## config.mk

```make
export PLATFORM = sky130hd
export DESIGN_NAME = viterbi_traceback_flat
export DESIGN_NICKNAME = d
export VERILOG_FILES = /design/src/rtl/viterbi_traceback_if.sv /design/src/rtl/viterbi_traceback.sv /design/src/flat_wrapper.sv
export SDC_FILE = /design/constraint.sdc
export NUM_CORES = 1
export LEC_CHECK = 0
export CELL_PAD_IN_SITES_DETAIL_PLACEMENT = 1
export CELL_PAD_IN_SITES_GLOBAL_PLACEMENT = 1
export CORE_ASPECT_RATIO = 1.25
export CORE_UTILIZATION = 48
export CTS_CLUSTER_SIZE = 10
export DETAILED_ROUTE_END_ITERATION = 7
export PLACE_DENSITY_LB_ADDON = 0.1
export SLEW_MARGIN = 40
export SYNTH_ARGS = -nofsm -noshare
export SYNTH_HDL_FRONTEND = slang
export SYNTH_SLANG_ARGS = --single-unit
```

## constraint.sdc

```tcl
create_clock -name clk -period 2.16 [get_ports clk]
set_clock_uncertainty 0.05 [all_clocks]
set_input_delay 0.432 -clock clk [delete_from_list [all_inputs] [get_ports clk]]
set_output_delay 0.432 -clock clk [all_outputs]
set_load 0.01 [all_outputs]
```

## src/rtl/viterbi_traceback_if.sv

```systemverilog
// Handshake bundle for the Viterbi traceback stage: the decision stream from
// the path-metric unit, the decoded-bit stream to the consumer, and status.
// The slave modport is the traceback block's view; master is the surrounding
// system (path-metric unit plus bit consumer).
interface viterbi_traceback_if;
    logic       dec_valid;
    logic       dec_ready;
    logic [3:0] dec_word;
    logic       dec_last;
    logic [1:0] best_state;
    logic       out_valid;
    logic       out_ready;
    logic       out_bit;
    logic       out_last;
    logic       overflow;
    logic       busy;

    modport master (
        output dec_valid, dec_word, dec_last, best_state, out_ready,
        input  dec_ready, out_valid, out_bit, out_last, overflow, busy
    );

    modport slave (
        input  dec_valid, dec_word, dec_last, best_state, out_ready,
        output dec_ready, out_valid, out_bit, out_last, overflow, busy
    );
endinterface

```

## src/rtl/viterbi_traceback.sv

```systemverilog
// Survivor memory and traceback for the 4-state, K=3, rate-1/2 Viterbi decoder.
// FILL stores one 4-bit decision word per trellis step, TRACE walks the
// survivors backwards from the end state into a bit buffer, and OUTPUT streams
// the bits forward in time over a valid/ready handshake.
// Optional build macro VTB_ZERO_TERM_EN: the encoder is tail-terminated, so the
// traceback always starts from state 0 and best_state is ignored.
module viterbi_traceback #(
    parameter int MAX_LEN = 32,
    parameter int LEN_W   = 6
) (
    input logic               clk,
    input logic               rst,
    viterbi_traceback_if.slave vtb
);
    localparam int AW = (MAX_LEN > 1) ? $clog2(MAX_LEN) : 1;

    typedef enum logic [1:0] {S_FILL, S_TRACE, S_OUTPUT} state_e;

    state_e             state_q, state_d;
    logic [LEN_W-1:0]   wr_ptr_q, wr_ptr_d;
    logic [LEN_W-1:0]   len_q, len_d;
    logic [LEN_W-1:0]   rd_ptr_q, rd_ptr_d;
    logic [LEN_W-1:0]   out_ptr_q, out_ptr_d;
    logic [1:0]         tb_state_q, tb_state_d;
    logic               overflow_q, overflow_d;
    logic               out_valid_q, out_valid_d;
    logic               out_bit_q, out_bit_d;
    logic               out_last_q, out_last_d;

    logic [3:0]         mem [MAX_LEN];
    logic [MAX_LEN-1:0] bitbuf_q;
    logic [3:0]         mem_rd;
    logic [1:0]         start_state;
    logic               accept;
    logic               at_end;

`ifdef VTB_ZERO_TERM_EN
    assign start_state = 2'd0;
`else
    assign start_state = vtb.best_state;
`endif

    assign accept = (state_q == S_FILL) && vtb.dec_valid;
    assign at_end = (wr_ptr_q == LEN_W'(MAX_LEN - 1));
    assign mem_rd = mem[rd_ptr_q[AW-1:0]];

    assign vtb.dec_ready = (state_q == S_FILL);
    assign vtb.busy      = (state_q != S_FILL);
    assign vtb.out_valid = out_valid_q;
    assign vtb.out_bit   = out_bit_q;
    assign vtb.out_last  = out_last_q;
    assign vtb.overflow  = overflow_q;

    // Next-state and datapath update for the FILL / TRACE / OUTPUT sequence.
    always_comb begin
        // NOTE: every variable gets its hold value first so no path can infer a latch.
        state_d     = state_q;
        wr_ptr_d    = wr_ptr_q;
        len_d       = len_q;
        rd_ptr_d    = rd_ptr_q;
        out_ptr_d   = out_ptr_q;
        tb_state_d  = tb_state_q;
        overflow_d  = overflow_q;
        out_valid_d = out_valid_q;
        out_bit_d   = out_bit_q;
        out_last_d  = out_last_q;
        case (state_q)
            S_FILL: begin
                if (accept) begin
                    wr_ptr_d = wr_ptr_q + 1'b1;
                    if (wr_ptr_q == '0) overflow_d = 1'b0;
                    if (vtb.dec_last || at_end) begin
                        len_d      = wr_ptr_q + 1'b1;
                        rd_ptr_d   = wr_ptr_q;
                        tb_state_d = start_state;
                        wr_ptr_d   = '0;
                        state_d    = S_TRACE;
                        if (!vtb.dec_last) overflow_d = 1'b1;
                    end
                end
            end
            S_TRACE: begin
                // Step to the predecessor {s[0], survivor bit of s}.
                tb_state_d = {tb_state_q[0], mem_rd[tb_state_q]};
                rd_ptr_d   = rd_ptr_q - 1'b1;
                if (rd_ptr_q == '0) begin
                    rd_ptr_d  = '0;
                    out_ptr_d = '0;
                    state_d   = S_OUTPUT;
                end
            end
            S_OUTPUT: begin
                // Load a bit when the register is empty or the current one is taken.
                if (!out_valid_q || vtb.out_ready) begin
                    if (out_valid_q && out_last_q) begin
                        out_valid_d = 1'b0;
                        out_bit_d   = 1'b0;
                        out_last_d  = 1'b0;
                        out_ptr_d   = '0;
                        len_d       = '0;
                        state_d     = S_FILL;
                    end else begin
                        out_valid_d = 1'b1;
                        out_bit_d   = bitbuf_q[out_ptr_q[AW-1:0]];
                        out_last_d  = (out_ptr_q == len_q - 1'b1);
                        out_ptr_d   = out_ptr_q + 1'b1;
                    end
                end
            end
            default: state_d = S_FILL;
        endcase
    end

    // Control and output registers; reset abandons any block in flight.
    always_ff @(posedge clk or posedge rst) begin
        // NOTE: sequential state uses non-blocking assignments so all registers update together.
        if (rst) begin
            state_q     <= S_FILL;
            wr_ptr_q    <= '0;
            len_q       <= '0;
            rd_ptr_q    <= '0;
            out_ptr_q   <= '0;
            tb_state_q  <= '0;
            overflow_q  <= 1'b0;
            out_valid_q <= 1'b0;
            out_bit_q   <= 1'b0;
            out_last_q  <= 1'b0;
        end else begin
            state_q     <= state_d;
            wr_ptr_q    <= wr_ptr_d;
            len_q       <= len_d;
            rd_ptr_q    <= rd_ptr_d;
            out_ptr_q   <= out_ptr_d;
            tb_state_q  <= tb_state_d;
            overflow_q  <= overflow_d;
            out_valid_q <= out_valid_d;
            out_bit_q   <= out_bit_d;
            out_last_q  <= out_last_d;
        end
    end

    // Decision memory and bit buffer: written before read within a block.
    always_ff @(posedge clk) begin
        // NOTE: storage arrays are not reset; every entry is written before it is read.
        if (accept) mem[wr_ptr_q[AW-1:0]] <= vtb.dec_word;
        if (state_q == S_TRACE) bitbuf_q[rd_ptr_q[AW-1:0]] <= tb_state_q[1];
    end
endmodule

```

## src/flat_wrapper.sv

```systemverilog
// flat-port wrapper written by rule: the top's interface ports become plain ports
module viterbi_traceback_flat 
#(
    parameter int MAX_LEN = 32,
    parameter int LEN_W   = 6
)
  (clk, rst, vtb_dec_valid, vtb_dec_word, vtb_dec_last, vtb_best_state, vtb_out_ready, vtb_dec_ready, vtb_out_valid, vtb_out_bit, vtb_out_last, vtb_overflow, vtb_busy);
  viterbi_traceback_if vtb_i ();
  input logic clk;
  input logic rst;
  input wire logic [$bits(vtb_i.dec_valid)-1:0] vtb_dec_valid;
  input wire logic [$bits(vtb_i.dec_word)-1:0] vtb_dec_word;
  input wire logic [$bits(vtb_i.dec_last)-1:0] vtb_dec_last;
  input wire logic [$bits(vtb_i.best_state)-1:0] vtb_best_state;
  input wire logic [$bits(vtb_i.out_ready)-1:0] vtb_out_ready;
  output wire logic [$bits(vtb_i.dec_ready)-1:0] vtb_dec_ready;
  output wire logic [$bits(vtb_i.out_valid)-1:0] vtb_out_valid;
  output wire logic [$bits(vtb_i.out_bit)-1:0] vtb_out_bit;
  output wire logic [$bits(vtb_i.out_last)-1:0] vtb_out_last;
  output wire logic [$bits(vtb_i.overflow)-1:0] vtb_overflow;
  output wire logic [$bits(vtb_i.busy)-1:0] vtb_busy;
  assign vtb_i.dec_valid = vtb_dec_valid;
  assign vtb_i.dec_word = vtb_dec_word;
  assign vtb_i.dec_last = vtb_dec_last;
  assign vtb_i.best_state = vtb_best_state;
  assign vtb_i.out_ready = vtb_out_ready;
  assign vtb_dec_ready = vtb_i.dec_ready;
  assign vtb_out_valid = vtb_i.out_valid;
  assign vtb_out_bit = vtb_i.out_bit;
  assign vtb_out_last = vtb_i.out_last;
  assign vtb_overflow = vtb_i.overflow;
  assign vtb_busy = vtb_i.busy;
  viterbi_traceback #(.MAX_LEN(MAX_LEN), .LEN_W(LEN_W)) u_core (.clk(clk), .rst(rst), .vtb(vtb_i));
endmodule
```

# ---- Yosys cells after proc, flatten, opt, wreduce, memory -nomap -nowiden
# Memories as Yosys holds them, arrays and structs flattened.
# Index checks and enable logic that the tools add are counted.
dict set report totals {
  mem_count 1
  ram_bits 128
  input_bits 11
  output_inout_bits 6
  wordCells 86
  regBits 64
}
dict set report op_classes {
  mux 38
  eq_ne 9
  n_reduce_logical 19
  addsub 4
  magnitude_cmp 4
}
# name words word_bits rd rd_ports_with_merged_regs write_ports line
set memory_table {}
lappend memory_table {u_core.mem 32 4 1 0 1 viterbi_traceback.sv:30} ;# logic [3:0] mem [MAX_LEN];
# cell n
set op_table {}
lappend op_table {{2-to-1 mux 6 bit} 11}
lappend op_table {{one-hot mux 6 bit (2 select lines)} 3}
lappend op_table {{bitwise mux 32 bit} 1}
lappend op_table {{2-to-1 mux 2 bit} 7}
lappend op_table {{adder 6 x 1 -> 6 bit, second input constant} 2}
lappend op_table {{logical NOT 6 bit} 2}
lappend op_table {{< comparator 5 x 6 -> 1 bit, second input constant} 2}
lappend op_table {{subtractor 6 x 1 -> 6 bit, second input constant} 2}
lappend op_table {{2-to-1 mux 1 bit} 11}
lappend op_table {{inequality test 2 x 1 -> 1 bit, second input constant} 5}
lappend op_table {{AND reduction 5 bit} 2}
lappend op_table {{nonzero test 2 bit} 4}
lappend op_table {{== test 6 x 5 -> 1 bit, second input constant} 1}
lappend op_table {{== test 6 bit} 1}
lappend op_table {{one-hot mux 2 bit (3 select lines)} 1}
lappend op_table {{AND reduction 3 bit} 2}
lappend op_table {{binary-select mux 1 bit (select 5 bit)} 1}
lappend op_table {{demux 1 bit (select 5 bit)} 1}
lappend op_table {{>= comparator 5 x 1 -> 1 bit, second input constant} 1}
lappend op_table {{one-hot mux 2 bit (2 select lines)} 1}
lappend op_table {{AND reduction 2 bit} 2}
lappend op_table {{logical AND 1 bit} 3}
lappend op_table {{< comparator 2 x 3 -> 1 bit, second input constant} 1}
lappend op_table {{binary-select mux 1 bit (select 2 bit)} 1}
lappend op_table {{5 further kinds} 6}

# ---- Depth between registers and ports, before layout
# Gate-level depths: netlist of run 1.
dict set report logic_depth {
  depth_word 5
  ltp_mapped 10
  mapped_depth_nobuf 7
}

# ---- Least setup slack after synthesis of run 1
# No wires, ideal clock.
dict set report synth_timing {
  kind {reg2reg}
  start {register u_core.state_q[0]}
  end {register u_core.tb_state_q[0]}
  arrival_time_ns 1.911
  setup_ns 0.134
  n_path_buf 1
  setup_slack_ns 0.065
  stages_incl_launch_ff 9
  period_less_slack_ns 2.095
  required_time_ns 1.976
  path_cell_list {dfrtp_1 > inv_1 > ha_1 > clkbuf_1 > nand4b_1 > o211ai_1 > mux2_1 > o31ai_1 > o32ai_1}
}
dict set report synth_between {
  elab_chain_len 4
  elab_cells_between_ends 8
  classes_between {3 x eq/ne; 1 x mux; 4 x reduce/logical}
}
# element line
set synth_lines {}
lappend synth_lines {{start, declared} viterbi_traceback.sv:19} ;# state_e state_q, state_d;
lappend synth_lines {{start signal, assigned} viterbi_traceback.sv:129} ;# state_q <= state_d;
lappend synth_lines {{logical NOT 2 bit (*)} n/a}
lappend synth_lines {{named net vtb_dec_ready} flat_wrapper.sv:16} ;# output wire logic [$bits(vtb_i.dec_ready)-1:0] vtb_dec_ready;
lappend synth_lines {{logical AND 1 bit} viterbi_traceback.sv:43} ;# assign accept = (state_q == S_FILL) && vtb.dec_valid;
lappend synth_lines {{inequality test 2 x 1 -> 1 bit (no source line)} n/a}
lappend synth_lines {{AND reduction 3 bit (no source line)} n/a}
lappend synth_lines {{end signal, assigned} viterbi_traceback.sv:134} ;# tb_state_q <= tb_state_d;
lappend synth_lines {{end, declared} viterbi_traceback.sv:24} ;# logic [1:0] tb_state_q, tb_state_d;
# The timed path passes the listed nets; every way through them passes the cells marked *.
# A chain may end at the register's enable or synchronous reset.

# ---- Worst setup path in the final report of run 1
dict set report layout_timing {
  start {register u_core.rd_ptr_q[0]}
  end {register u_core.tb_state_q[0]}
}
dict set report layout_between {
  elab_chain_len 4
}
# element line
set layout_lines {}
lappend layout_lines {{start, declared} viterbi_traceback.sv:22} ;# logic [LEN_W-1:0] rd_ptr_q, rd_ptr_d;
lappend layout_lines {{start signal, assigned} viterbi_traceback.sv:132} ;# rd_ptr_q <= rd_ptr_d;
lappend layout_lines {{memory read (32 x 4 bit)} n/a}
lappend layout_lines {{binary-select mux 1 bit (select 2 bit)} viterbi_traceback.sv:84} ;# tb_state_d = {tb_state_q[0], mem_rd[tb_state_q]};
lappend layout_lines {{2-to-1 mux 1 bit (not written as such)} viterbi_traceback.sv:84}
lappend layout_lines {{one-hot mux 2 bit (2 select lines)} viterbi_traceback.sv:67} ;# case (state_q)
# No other way between the ends. The select of a mux whose other input is x is not followed.

==> results.txt, run 1 <==
For this run the aggregate overflow at the end of global routing stands at 0. For the number of warnings reported in the yosys synthesis log, the log shows 0. Buffers inserted to repair hold after CTS numbered 0.

Ranked by total cell area, the synthesized netlist is headed by sky130_fd_sc_hd__edfxtp_1 56%, sky130_fd_sc_hd__dfrtp_1 9.4%, sky130_fd_sc_hd__mux4_2 9.2%. The last weighted congestion value of the routability-driven placer is 0.906. The share of the synthesized area in the top cell type works out to 0.561.

The tools report the sequential area share after synthesis as 0.655. The growth of design area from synthesis to finish was 18.5%. In this run the horizontal extent of the chip is 121 um. The count of buffers added on input and output ports is 16. The cell at the slowest stage of the critical path is sky130_fd_sc_hd__mux4_1. The final reports fail on negative setup slack.

The routed via count divided by cell count was 5.81. For this design the ratio of total power to cell area is 1120 nW/um^2. The main combinational cell family by area after synthesis was multiplexers.

For the worst flop-to-flop path, the logic depth is 6. Entering global routing, the biggest net connects 34 pins. Across the run, the number of max-cap violations was 0. In the final layout, the multi-input gates occupy 2800 sq um. The fraction of layout instances using a drive strength above 1 came out at 0.257.

TritonCTS built the clock tree. The synthesized area per cell was 14.7 sq um; the achievable frequency was 0.459 GHz. The logs give 17 for the number of buffers created by CTS and 0 for the count of final max-slew check failures. The run gives -17.0 ps as the setup slack of the critical path after layout. Total die area: 18,400 sq um. Wires add up to 21,100 um. Overall power consumption after layout is estimated at 11.4 mW.

The clock tree synthesis step divided the H-tree into 4 levels. Once detail routing completed, the nets flagged for antenna violations numbered 0. The number of antenna diodes in the final layout is 0.

The worst path buffer plus inverter count came out at 1. The mux cell area share after synthesis is 0.130. On the worst path, the slowest cell contributes a delay of 550 ps.

The tools report the kind of start point of the critical path as a flop. For the aggregate global-route resource usage, the log shows 0.249. Counting flops with a built-in enable in the synthesized netlist gives 160. The beginning of the worst register-to-register path was u_core.rd_ptr_q[0]$_DFFE_PP0P_. The detailed router placed 5,238 vias in this run.

The final period utilization is 1.01. The synthesized-area fraction occupied by adder cells works out to 0.0219. The clock reaches the later pin of the worst-skew pair after 440 ps. The worst setup path is of the flop to flop kind. At the pin with the least slew margin, the transition time is 631 ps. The synthesized netlist contains 59 unique library cells. In this run the register-to-register setup slack is -20 ps. Biggest area consumer among synthesized cells: sky130_fd_sc_hd__edfxtp_1.

Clock tree synthesis selected as its root buffer the cell sky130_fd_sc_hd__clkbuf_16. The final hold violation count was 0; the area of the core region was 17,400 sq um. Cell family contributing the most delay on the critical path: compound AO/OA/AOI/OAI gates.

The synthesized netlist net count was 609; the leakage component of the power was 3.51 nW. The final setup violation count came out at 1. The detailed router finished its first iteration with 338 violations. The simple logic cell fraction of the synthesized area was 0.0999; the async set-or-reset flop fraction in the synthesized netlist was 0.167. The floorplan has 54 rows. Summing all flip-flop and latch instances after layout gives 5610 sq um. The number of top-level pins was 17. The most common cell in the synthesized netlist is sky130_fd_sc_hd__edfxtp_1. STA puts the critical path data required time at 2420 ps. The worst hold slack after final layout came out at 331 ps.

The logs give 5,663 for the number of global-route vias before repair and 0.491 for the effective utilization at floorplan. IR analysis of the VDD net gives a maximum drop of 684 uV. The first detailed-routing pass ran for 4 iterations. The worst slew margin relative to its limit is 0.577, and the clock transition at the registers of the reported paths is 70 ps.

The chip height was 151 um. The critical path crosses 6 cells after its start point. The endpoint identified for the worst register-to-register timing path is u_core.tb_state_q[0]$_DFFE_PP0P_. Startpoint of the most critical setup path: u_core.rd_ptr_q[0]$_DFFE_PP0P_.

The global-route wire length before repair was 32,600 um. The capturing element type of the critical path was a flop. Counting along the longest clock path gives a buffer depth of 2. Walking the worst path, the cells encountered are buf_4 > mux4_1 > nor2b_1 > a2111oi_0 > o2111a_1 > o32ai_2.

Among all flip-flop cells after synthesis, the most frequent one is sky130_fd_sc_hd__edfxtp_1. The number of fill cells in the layout was 1,660; the largest fanout on the critical path was 4. After legalization and detailed placement, the total HPWL measured 15,200 um. The share of the synthesized area in compound gates (AO/OA/AOI/OAI) came out at 0.0558. DRC violation count after routing: 0. Setup repair after global routing could not meet its margin everywhere.

The minimum period implied by the final worst setup slack is 2180 ps. The critical path arrival is 2440 ps. The run gives 583 as the number of standard cells after synthesis.

The min-delay analysis places its worst path in the category primary input to async pin. The detailed-route wire length per cell works out to 23.4 um. Synthesis inferred 192 register bits. The post-synthesis share of cell area spent on xor and xnor gates is 0.0113. In this run the worst setup path terminates at u_core.tb_state_q[0]$_DFFE_PP0P_. The run finished, with violations left. The clock drives 192 sinks. Summed instance area of the synthesized netlist: 8560 sq um. Sorting the synthesized cells by how often they occur yields 160 x sky130_fd_sc_hd__edfxtp_1, 81 x sky130_fd_sc_hd__nor2_1, 35 x sky130_fd_sc_hd__mux4_2. The worst slack after detailed placement was -88.9 ps.

The tools report the net count reported at finish as 691. For the number of antenna violations at the first check in global routing, the log shows 0.
state kept, by name, summed over array words and instances (netlist names):
name and flops:
u_core.bitbuf_q 32, u_core.len_q 6, u_core.mem 128, u_core.out_ptr_q 6
u_core.rd_ptr_q 6, u_core.state_q 2, u_core.tb_state_q 2, u_core.vtb.out_bit 1
u_core.vtb.out_last 1, u_core.vtb.out_valid 1, u_core.vtb.overflow 1, u_core.wr_ptr_q 6
cell families after synthesis:
| kind of cell | after synthesis |
|---|---|
| muxes | 61 |
| buffers and inverters | 48 |
| AOI/OAI and AO/OA | 70 |
| adders and majority gates | 15 |
| and+or+nand+nor | 186 |
| xor gates and xnor gates | 11 |
| DFF | 192 |
placed cells by master (no fill, tap or decap), types with 5 or more instances in the layout:
master                            count
sky130_fd_sc_hd__o21ai_1             21
sky130_fd_sc_hd__mux2_2               5
sky130_fd_sc_hd__nor2b_1              5
sky130_fd_sc_hd__buf_12               5
sky130_fd_sc_hd__inv_1               10
sky130_fd_sc_hd__a21oi_1              6
sky130_fd_sc_hd__nand2b_1            11
sky130_fd_sc_hd__nor2_1              81
sky130_fd_sc_hd__ha_1                14
sky130_fd_sc_hd__mux4_2              37
sky130_fd_sc_hd__edfxtp_1           160
sky130_fd_sc_hd__buf_4               69
sky130_fd_sc_hd__o22ai_1              5
sky130_fd_sc_hd__mux2i_1             12
sky130_fd_sc_hd__clkdlybuf4s50_1     14
sky130_fd_sc_hd__nand3_1             24
sky130_fd_sc_hd__clkbuf_16           17
sky130_fd_sc_hd__nor3_1               8
sky130_fd_sc_hd__nand2_1             34
sky130_fd_sc_hd__xnor2_1             10
sky130_fd_sc_hd__dfrtp_1             29
sky130_fd_sc_hd__inv_2                7
power by group:
| group | internal [mW] | total, mW | leakage [nW] | switching [mW] |
|---|---|---|---|---|
| logic | 1.84 | 3.91 | 1.38 | 2.07 |
| clock network | 1.51 | 2.98 | 0.272 | 1.47 |
| registers | 4.32 | 4.52 | 1.86 | 0.196 |
worst min-delay path, stage by stage:
cell and delay [ps]:
sky130_fd_sc_hd__clkdlybuf4s50_1 390, sky130_fd_sc_hd__inv_1 50, sky130_fd_sc_hd__buf_4 380
metrics by stage:
step / cells / TNS [ps] / util / cell area (sq um)
after detailed placement: 862 / -1770 / 0.540 / 9410
after global routing: 902 / -131 / 0.582 / 10100
after floorplan: 583 / 0 / - / 8560
final: 902 / -17.0 / 0.582 / 10100
after CTS: 896 / 0 / 0.575 / 10000
after global placement: 862 / -165 / 0.540 / 9410
worst min-delay path by stage:
stage / start / endpoint / slack (ps) / depth (start not counted)
finish: rst / u_core.len_q[2]$_DFFE_PP0P_ / 330 / 3
global route: rst / u_core.len_q[2]$_DFFE_PP0P_ / 370 / 3
CTS: rst / u_core.len_q[3]$_DFFE_PP0P_ / 360 / 3
detailed placement: u_core.rd_ptr_q[5]$_DFFE_PP0P_ / u_core.rd_ptr_q[5]$_DFFE_PP0P_ / 440 / 1
global placement: u_core.vtb.out_bit$_DFFE_PP0P_ / u_core.vtb.out_bit$_DFFE_PP0P_ / 420 / 2
floorplan: u_core.out_ptr_q[5]$_DFFE_PP0P_ / u_core.out_ptr_q[5]$_DFFE_PP0P_ / 420 / 1
layout make-up:
class / count / share of cell area
tap: 224 / 0.0276
sequential: 192 / 0.553
clock buffer: 17 / 0.0420
timing repair buffer: 93 / 0.0810
multi-input combinational: 343 / 0.276
clock inverter: 15 / 0.0122
inverter: 18 / 0.00802
what timing repair did:
item                                    CTS  global route
buffers inserted                          2             6
pin swaps                                 2             5
resized for setup                        14            13
endpoints found under the setup margin   25             6
metal layers:
metal / up-vias / global-route usage / part of all wire / wire [um]
li1: 2377 / - / - / -
met1: 2727 / 0.301 / 0.40 / 8530
met2: 104 / 0.443 / 0.54 / 11500
met3: 30 / 0.0373 / 0.029 / 604
met4: 0 / 0.102 / 0.022 / 461
met5: - / 0 / 0 / 0
Power figures use the tool's default switching activity.
==> inputs of run 2 (changes only) <==
--- a/config.mk
+++ b/config.mk
@@ -8,10 +8,12 @@
 export CELL_PAD_IN_SITES_DETAIL_PLACEMENT = 1
 export CELL_PAD_IN_SITES_GLOBAL_PLACEMENT = 1
 export CORE_ASPECT_RATIO = 1.25
+export CORE_MARGIN = 2
 export CORE_UTILIZATION = 48
+export CTS_CLUSTER_DIAMETER = 200
 export CTS_CLUSTER_SIZE = 10
 export DETAILED_ROUTE_END_ITERATION = 7
-export PLACE_DENSITY_LB_ADDON = 0.1
+export PLACE_DENSITY_LB_ADDON = 0.2
 export SLEW_MARGIN = 40
 export SYNTH_ARGS = -nofsm -noshare
 export SYNTH_HDL_FRONTEND = slang
==> run 2 against run 1 <==
- the run now ends clean
- sequential share of layout area unchanged
- register-to-register slack better by 20 ps
- design area did not move
- die area is 3.0% higher
- flip-flop and latch count unchanged
==> results.txt, run 2 (synthesis results as in run 1) <==
The horizontal die dimension was 123 um (+1.6%). The final standard cell area without fillers was 10,100 sq um (unchanged). The count of antenna diodes in the layout came out at 0 (unchanged).

The worst setup path is launched from a flop. Reported max-cap violation count: 0 (unchanged). The global-route wire length before repair was 33,400 um (+2.5%); the last weighted congestion value of the routability-driven placer was 0.840 (-7.3%).

In this run the clock root is driven by a sky130_fd_sc_hd__clkbuf_16. The antenna violation net count after detailed routing was 0 (unchanged). Detailed-route wire length per cell: 23.4 um (-0.11%).

Number of clock sinks: 192 (unchanged). The area of the core region was 17,400 sq um (unchanged). The number of fill cells in the layout came out at 1,703 (+2.6%).

The class of the tightest hold or removal check is primary input to async pin. The run gives 0.331 (-0.012) as the relative contribution of combinational cells to total power. The logs give 0.270 (+0.009) for the portion of total power attributed to the clock network and 7.59 mW (-0.97%) for the internal power consumption. The count of buffers from port buffering is 16 (unchanged), and the DRC violation count after routing is 0 (unchanged). The logs give 440 ps (about the same) for the latest clock arrival within the worst-skew pair and 2430 ps (about the same) for the critical path required time.

The worst slew margin relative to its limit was 0.574 (-0.00368). The sequential cell area is 5610 sq um (unchanged). The worst path buffer plus inverter count is 0 (-1), and the total power per unit cell area is 1120 nW/um^2 (-0.66%). The routed via count divided by cell count works out to 5.74 (-1.2%).

The run gives 333 ps (+2.51 ps) as the worst hold slack after final layout. The critical path arrival is 2430 ps (about the same), and the number of top-level pins is 17 (unchanged). The run gives 0.241 (-0.00743) as the aggregate global-route resource usage. The hold buffer count at cts is 0 (unchanged), and the largest fanout on the critical path is 5 (+1). For the iteration count of the initial detailed-routing pass, the log shows 4 (unchanged). Sequential cell fraction of total power: 0.399 (+0.003). The detailed-route wire length was 21,100 um (unchanged). The total die area is 18,900 sq um (+3.0%), and the placed standard-cell area is 9430 sq um (+0.16%). The critical path in this run is classified as flop to flop.

Multi-input logic area: 2800 sq um (about the same). The flow ran to the end, and the final reports show no timing, DRC or antenna violations. The count of final max-slew check failures was 0 (unchanged).

Aggregate global routing overflow: 0 (unchanged). The final hold violation count is 0 (unchanged). The cell family contributing the most delay on the critical path is multiplexers. STA classifies the critical path endpoint as a flop.

The final period utilization is 1.00 (-0.00831). The transition time at the pin with the least slew margin was 637 ps (+5.50 ps). The clock transition at the registers of the reported paths is 80 ps (about the same). The run gives 54 (unchanged) as the number of core rows. Net count reported at finish: 692 (+0.14%). The H-tree depth is 4 (unchanged). For the number of global-route vias before repair, the log shows 5,734 (+1.3%). TritonCTS built the clock tree. The minimum period implied by the final worst setup slack works out to 2160 ps (-18.0 ps). Setup repair after global routing could not meet its margin everywhere. The achievable frequency came out at 0.463 GHz (+0.83%). The tools report the final setup violation count as 0 (-1). The growth of design area from synthesis to finish came out at 18.5% (unchanged). The initial DRC count came out at 413 (+22%). The pin count of the biggest net entering global routing was 34 (unchanged); the effective utilization at floorplan was 0.491 (unchanged).

The number of buffers created by CTS was 17 (unchanged). The flip-flop count of the largest register, all copies and words added was 128 (unchanged); the maximum clock path buffer count was 2 (unchanged). The number of antenna violations at the first check in global routing was 0 (unchanged).

Placed wire-length estimate after detailed placement: 14,900 um (-1.9%). The count of vias placed by the detailed router is 5,182 (-1.1%), and the maximum vdd ir drop is 556 uV (-19%). The fraction of layout instances using a drive strength above 1 works out to 0.256 (-0.000378). Traced cell by cell, the critical path runs through mux4_2 > mux2_2 > a221o_1 > a311oi_2 > o32ai_1.

The library cells used most frequently in the layout, excluding fill and tap cells, are 160 x sky130_fd_sc_hd__edfxtp_1, 81 x sky130_fd_sc_hd__nor2_1, 72 x sky130_fd_sc_hd__buf_4. For the switching power, the log shows 3.73 mW (about the same). The most common cell after layout, fill and taps aside is sky130_fd_sc_hd__edfxtp_1. The run gives 3.51 nW (about the same) as the leakage component of the power.

The slowest stage of the critical path belongs to the cell sky130_fd_sc_hd__mux4_2. The chip height is 153 um (+1.3%), and the switching fraction of total power is 0.330 (+0.00204). The peak per-stage delay on the critical path came out at 540 ps (about the same).
-- run 2: final timing paths --
kind | from | endpoint | slack (ps) | depth (start not counted)
setup / recovery | u_core.rd_ptr_q[1]$_DFFE_PP0P_ | u_core.tb_state_q[0]$_DFFE_PP0P_ | 0.9 | 5
hold / removal | rst | u_core.len_q[1]$_DFFE_PP0P_ | 330 | 3
setup reg to reg | u_core.rd_ptr_q[1]$_DFFE_PP0P_ | u_core.tb_state_q[0]$_DFFE_PP0P_ | 0.9 | 5
hold reg to reg | u_core.len_q[5]$_DFFE_PP0P_ | u_core.len_q[5]$_DFFE_PP0P_ | 470 | 1
max in group asynchronous | rst | u_core.rd_ptr_q[0]$_DFFE_PP0P_ | 1360 | 3
min in group clk | u_core.len_q[5]$_DFFE_PP0P_ | u_core.len_q[5]$_DFFE_PP0P_ | 470 | 1
-- run 2: area by class of cell --
cell class                      instances  share of cell area
Clock buffer                           18              0.0423
Clock inverter                         14              0.0139
Inverter                               18             0.00741
Multi-Input combinational cell        343               0.276
Sequential cell                       192               0.553
Tap cell                              224              0.0276
Timing Repair Buffer                   94              0.0796
-- run 2: worst register-to-register path, delay by kind of cell (launching register included) --
family / cells / cell delay [ps]
mux: 2 / 820
compound gates: 3 / 680
flops: 1 / 490
-- run 2: metal layers --
metal  track usage  vias to the layer above  wire, um
met5             0                        -         0
met4        0.0974                        0       658
met3        0.0489                       43       707
met2         0.420                      107     11200
met1         0.290                     2649      8490
li1              -                     2383         -
-- run 2: per-stage QoR --
step	utilization	total power, mW	setup TNS (ps)	std cells	setup slack [ps]
2_1_floorplan	-	6.80	0	583	64.7
3_3_place_gp	0.541	7.96	-155	864	-42.0
3_5_place_dp	0.541	8.10	-1220	864	-107
4_1_cts	0.577	11.3	-4.73	901	-4.73
5_1_grt	0.582	11.9	-58.2	903	-58.2
6_report	0.582	11.3	0	903	0.930
-- run 2: power groups by stage --
| stage | combinational [mW] | sequential, mW | clock (mW) |
|---|---|---|---|
| after floorplan | 2.20 | 4.60 | 0 |
| after global placement | 3.40 | 4.57 | 0 |
| after detailed placement | 3.52 | 4.59 | 0 |
| after CTS | 3.66 | 4.51 | 3.10 |
| after global routing | 4.08 | 4.54 | 3.24 |
| final | 3.75 | 4.52 | 3.06 |
-- run 2: what timing repair did --
item / in CTS / in global routing
pin swaps: 3 / 3
gates resized for setup: 11 / 15
endpoints found under the setup margin: 11 / 13
buffers inserted: 5 / 2
